--- src/rtl/gray_pkg.sv ---
// Shared types and helpers for Gray-code receivers: FSM state encoding and
// width-generic Gray/binary conversion functions.
package gray_pkg;

    typedef enum logic [1:0] {
        ACQ,
        TRACK,
        RECOVER
    } gray_rx_state_e;

    localparam int GRAY_MAX_WIDTH = 32;

    // Narrower values are zero-extended; zero upper bits leave the prefix XOR unaffected.
    function automatic logic [GRAY_MAX_WIDTH-1:0] gray2bin(input logic [GRAY_MAX_WIDTH-1:0] gray);
        logic [GRAY_MAX_WIDTH-1:0] bin;
        bin = '0;
        for (int i = 0; i < GRAY_MAX_WIDTH; i++) begin
            bin[i] = ^(gray >> i);
        end
        return bin;
    endfunction

    function automatic logic [GRAY_MAX_WIDTH-1:0] bin2gray(input logic [GRAY_MAX_WIDTH-1:0] bin);
        return bin ^ (bin >> 1);
    endfunction

endpackage

--- src/rtl/gray_to_bin.sv ---
// Purely combinational Gray-to-binary decoder: each binary bit is the XOR of
// all Gray bits at or above its position.
module gray_to_bin #(
    parameter int DATA_WIDTH = 4
) (
    input  logic [DATA_WIDTH-1:0] gray,
    output logic [DATA_WIDTH-1:0] bin
);

    for (genvar i = 0; i < DATA_WIDTH; i++) begin : g_bit
        assign bin[i] = ^gray[DATA_WIDTH-1:i];
    end

endmodule

--- src/rtl/gray_stream_decoder.sv ---
// Samples a Gray-coded count stream, decodes it to binary, checks each sample
// for legal forward single-step progress and tracks lock and error count.
module gray_stream_decoder
    import gray_pkg::*;
#(
    parameter int DATA_WIDTH = 4,
    parameter int ERR_WIDTH  = 8
) (
    input  logic                  clk,
    input  logic                  resetn,
    input  logic                  in_valid,
    input  logic [DATA_WIDTH-1:0] in_gray,
    output logic                  out_valid,
    output logic [DATA_WIDTH-1:0] out_bin,
    output logic                  out_err,
    output logic                  out_dup,
    output logic                  locked,
    output logic [ERR_WIDTH-1:0]  err_count
);

    logic                  s1_valid;
    logic [DATA_WIDTH-1:0] s1_gray;
    logic [DATA_WIDTH-1:0] dec_bin;
    logic [DATA_WIDTH-1:0] ref_gray;
    logic [DATA_WIDTH-1:0] ref_bin;

    gray_rx_state_e state;
    gray_rx_state_e state_next;

    logic is_dup;
    logic is_good;
    logic load_ref;
    logic err_flag;
    logic dup_flag;

    gray_to_bin #(
        .DATA_WIDTH(DATA_WIDTH)
    ) u_decode (
        .gray(s1_gray),
        .bin (dec_bin)
    );

    assign is_dup  = (s1_gray == ref_gray);
    assign is_good = (dec_bin == ref_bin + DATA_WIDTH'(1));

    always_ff @(posedge clk) begin
        if (!resetn) begin
            state  <= ACQ;
            locked <= 1'b0;
        end else begin
            state  <= state_next;
            locked <= (state_next == TRACK);
        end
    end

    // A bad sample always resyncs the reference so recovery is judged from the latest value.
    always_comb begin
        state_next = state;
        load_ref   = 1'b0;
        err_flag   = 1'b0;
        dup_flag   = 1'b0;
        if (s1_valid) begin
            case (state)
                ACQ: begin
                    load_ref   = 1'b1;
                    state_next = TRACK;
                end
                TRACK: begin
                    if (is_good) begin
                        load_ref = 1'b1;
                    end else if (is_dup) begin
                        dup_flag = 1'b1;
                    end else begin
                        err_flag   = 1'b1;
                        load_ref   = 1'b1;
                        state_next = RECOVER;
                    end
                end
                RECOVER: begin
                    if (is_good) begin
                        load_ref   = 1'b1;
                        state_next = TRACK;
                    end else if (is_dup) begin
                        dup_flag = 1'b1;
                    end else begin
                        err_flag = 1'b1;
                        load_ref = 1'b1;
                    end
                end
                default: state_next = ACQ;
            endcase
        end
    end

    always_ff @(posedge clk) begin
        if (!resetn) begin
            s1_valid  <= 1'b0;
            s1_gray   <= '0;
            out_valid <= 1'b0;
            out_bin   <= '0;
            out_err   <= 1'b0;
            out_dup   <= 1'b0;
            ref_gray  <= '0;
            ref_bin   <= '0;
            err_count <= '0;
        end else begin
            s1_valid  <= in_valid;
            out_valid <= s1_valid;
            if (in_valid) begin
                s1_gray <= in_gray;
            end
            if (s1_valid) begin
                out_bin <= dec_bin;
                out_err <= err_flag;
                out_dup <= dup_flag;
            end
            if (load_ref) begin
                ref_gray <= s1_gray;
                ref_bin  <= dec_bin;
            end
            if (err_flag && (err_count != {ERR_WIDTH{1'b1}})) begin
                err_count <= err_count + ERR_WIDTH'(1);
            end
        end
    end

endmodule
--- config.mk ---
export PLATFORM = sky130hd
export DESIGN_NAME = gray_stream_decoder
export DESIGN_NICKNAME = d
export VERILOG_FILES = /design/src/rtl/gray_pkg.sv /design/src/rtl/gray_to_bin.sv /design/src/rtl/gray_stream_decoder.sv
export SDC_FILE = /design/constraint.sdc
export NUM_CORES = 1
export LEC_CHECK = 0
export ABC_AREA = 1
export BUFFER_PORTS_ARGS = -buffer_cell sky130_fd_sc_hd__buf_2
export CORE_UTILIZATION = 30
export DETAILED_ROUTE_END_ITERATION = 12
export HOLD_SLACK_MARGIN = 0.06
export RECOVER_POWER = 100
export SLEW_MARGIN = 0
export SYNTH_ARGS = -nofsm -noshare
export SYNTH_HDL_FRONTEND = slang
export SYNTH_SLANG_ARGS = --single-unit
export TNS_END_PERCENT = 20
--- constraint.sdc ---
create_clock -name clk -period 4 [get_ports clk]
set_clock_uncertainty 0.2 [all_clocks]
set_input_delay 0.4 -clock clk [delete_from_list [all_inputs] [get_ports clk]]
set_output_delay 0.4 -clock clk [all_outputs]
set_load 0.01 [all_outputs]
==> summary.txt <==
Outcome -> finished, final reports clean
Synth Area in XOR/XNOR -> 0.0320
Post_cts resized -> 0
Hold_buf cts -> 0
VDD IR max -> 0.000267 V
Clock Sinks -> 30
Number of port buffers -> 22
Register area share after synthesis -> 0.366
Worst-Skew Late Latency -> 0.28 ns
Clock slew at reported path FFs -> 0.06 ns
Clock share of power -> 0.417
Die height -> 75.9 um
Global-route wire length before repair -> 5890 um
Sequential Power Share -> 0.453
Final hold viol count -> 0
Die Wd -> 75.9 um
DRC violations left -> 0
GPL Wtd Cong -> 0.776
Internal power -> 529 uW
FMAX -> 363 MHz
Core Util, Final -> 0.355
Max Cap Viol -> 0
Largest family of logic cells by synthesized area -> simple AND/OR/NAND/NOR gates
Avg Cell Area, Syn -> 6.98 sq um
CTS tree -> done
Vias per inst -> 4.47
Antenna Nets Post-Route -> 0
Post-Route WL -> 3350 um
Area of the core -> 0.00517 sq mm
FP Rows -> 26
Initial core utilization -> 0.317
Max-slew violation count -> 0
DR WL/cell -> 10.1 um
Synth-to-Final Area Change -> 11.8%
Syn nets -> 248
Crit path arrival time -> 2.71 ns
Compound-Gate Fraction of Synth Area -> 0.111
Global Route Usage Sum -> 0.126
H-tree depth -> 2
Fin crit share -> 0.689
Cts bufs inserted -> 5
Synth Area in Simple Gates -> 0.366
Initial antenna violation count -> 0
Filler instances -> 569
Leak pwr -> 0.000845 uW
Gr ovfl total -> 0
Combinational share of power -> 0.130
Post-CTS setup buffer count -> 0
Synth Cell Area -> 0.00164 sq mm
Final Critical Period -> 2.76 ns
CP startpoint kind -> flop
# IOs -> 23
Actual slew at the worst max-slew pin -> 0.660 ns
Yosys reg bits -> 30
Net Sw Frac -> 0.261
Clk buf depth -> 2
Clock root buffer -> clkbuf_8
Die area -> 0.00577 sq mm
Vias -> 1479
RSZ-0062 raised after global routing -> false
Number of global-route vias before repair -> 1325
Largest net degree at the start of global routing -> 17
Slew headroom -> 0.558
Post-Synthesis Cells -> 235
Min-delay worst type -> primary input to flop
Crit Path Class -> flop to flop
Final setup viols -> 0
Final net count -> 273
Critical path peak fanout -> 10
Antenna cells -> 0
Setup TNS -> 0 ns
Critical Path RT -> 3.95 ns
Iteration-0 DRC Markers -> 74
Post-synthesis mux area share -> 0
Switch Pwr -> 187 uW
Count of different cell masters after synthesis -> 24
Adder-cell share of the synthesized area -> 0.0458
YS warnings -> 0
Crit. End Element -> flop
First-pass DRT Iterations -> 5
Fraction of layout cells with a size suffix above 1 -> 0.0843
Post-DP HPWL -> 2470 um
PwrDens -> 391 mW/mm^2
[routing by layer]
metal / GRT usage / routed length, um / up-vias / share of wire
met5: 0 / 0 / - / 0
li1: - / - / 795 / -
met3: 0.0361 / 143 / 5 / 0.043
met1: 0.156 / 1720 / 657 / 0.51
met2: 0.206 / 1450 / 22 / 0.43
met4: 0.0462 / 44 / 0 / 0.013
[registers in the layout (all words and copies together), names as in the netlist]
name       count
err_count      8
out_bin        4
ref_gray       4
s1_gray        4
ref_bin        3
state          2
locked         1
out_dup        1
out_err        1
out_valid      1
s1_valid       1
[cell usage in the layout (no fill, tap or decap), drive strengths merged]
cell,count
o21ai,11
buf,5
bufinv,1
dfxtp,30
nor2,20
o211ai,2
inv,30
ha,6
nand3,21
nor3,1
clkbuf,24
nand4,4
nand2,79
xor2,6
a21oi,21
[cell families after synthesis]
kind of cell | count (synthesis)
buf+inv | 34
xor+xnor | 6
flops | 30
compound gates | 34
fa+ha+maj | 6
simple gates | 125
[stage by stage]
stage | cells | setup WS, ns | area [sq um] | power, uW | hold WS, ns
after floorplan | 235 | 2.24 | 1640 | 413 | 0.251
after global placement | 323 | 2.02 | 1820 | 438 | 0.263
after detailed placement | 323 | 2.01 | 1820 | 439 | 0.263
after CTS | 331 | 2.00 | 1930 | 740 | 0.120
after global routing | 331 | 0.932 | 1830 | 758 | 0.161
final | 331 | 1.24 | 1830 | 717 | 0.123
[final timing paths]
check	start	end	slack, ns	cells past startpoint
max reg2reg	s1_gray[3]	err_count[7]	1.24	12
min	in_valid	s1_valid	0.12	3
min reg2reg	out_err	out_err	0.27	2
max	s1_gray[3]	err_count[7]	1.24	12
[final cells by class]
| type | count | area (sq um) | share of cell area |
|---|---|---|---|
| multi-input cells | 171 | 838 | 0.457 |
| flip-flops and latches | 30 | 601 | 0.327 |
| inverters | 30 | 113 | 0.0614 |
| repair buffers | 22 | 88.8 | 0.0484 |
| well taps | 70 | 87.6 | 0.0477 |
| clock buffers | 7 | 76.3 | 0.0416 |
| clock inverters | 1 | 30.0 | 0.0164 |
[worst max-delay path, cell delays in order, from the launching register on]
cell and delay [ns]:
dfxtp_1 0.36, inv_1 0.21, nand2_1 0.10, nand2_1 0.17, nand2_1 0.10, nand3_1 0.09, nand2_1 0.06, nand3_1 0.22
nand4_1 0.22, nor2_1 0.57, inv_2 0.16, nand2_1 0.10, a21oi_1 0.06
[power groups by stage]
stage / Combinational, uW / Sequential, uW / Clock [uW]
after floorplan: 84.9 / 328 / 0
after global placement: 107 / 331 / 0
after detailed placement: 107 / 331 / 0
after CTS: 108 / 325 / 307
after global routing: 109 / 327 / 321
final: 93.4 / 325 / 299
[synthesized netlist by cell type]
cell,count,area share
nor2_8,1,0.012
a21oi_2,2,0.011
nor2_1,17,0.039
inv_2,4,0.0092
o21ai_0,11,0.034
nand4_1,3,0.011
a21oi_1,19,0.058
nor3_1,1,0.0030
nand2_4,2,0.014
dfxtp_1,30,0.37
nand3_4,1,0.011
ha_1,6,0.046
nand4_4,1,0.013
nand2_2,8,0.031
nor2_2,1,0.0038
buf_2,1,0.0030
o211ai_1,2,0.0092
nor2_4,1,0.0069
nand3_1,19,0.058
clkbuf_1,3,0.0069
inv_1,26,0.059
nand2_1,69,0.16
nand3_2,1,0.0061
xor2_1,6,0.032
Note: power is estimated with default switching activity, not from simulation.
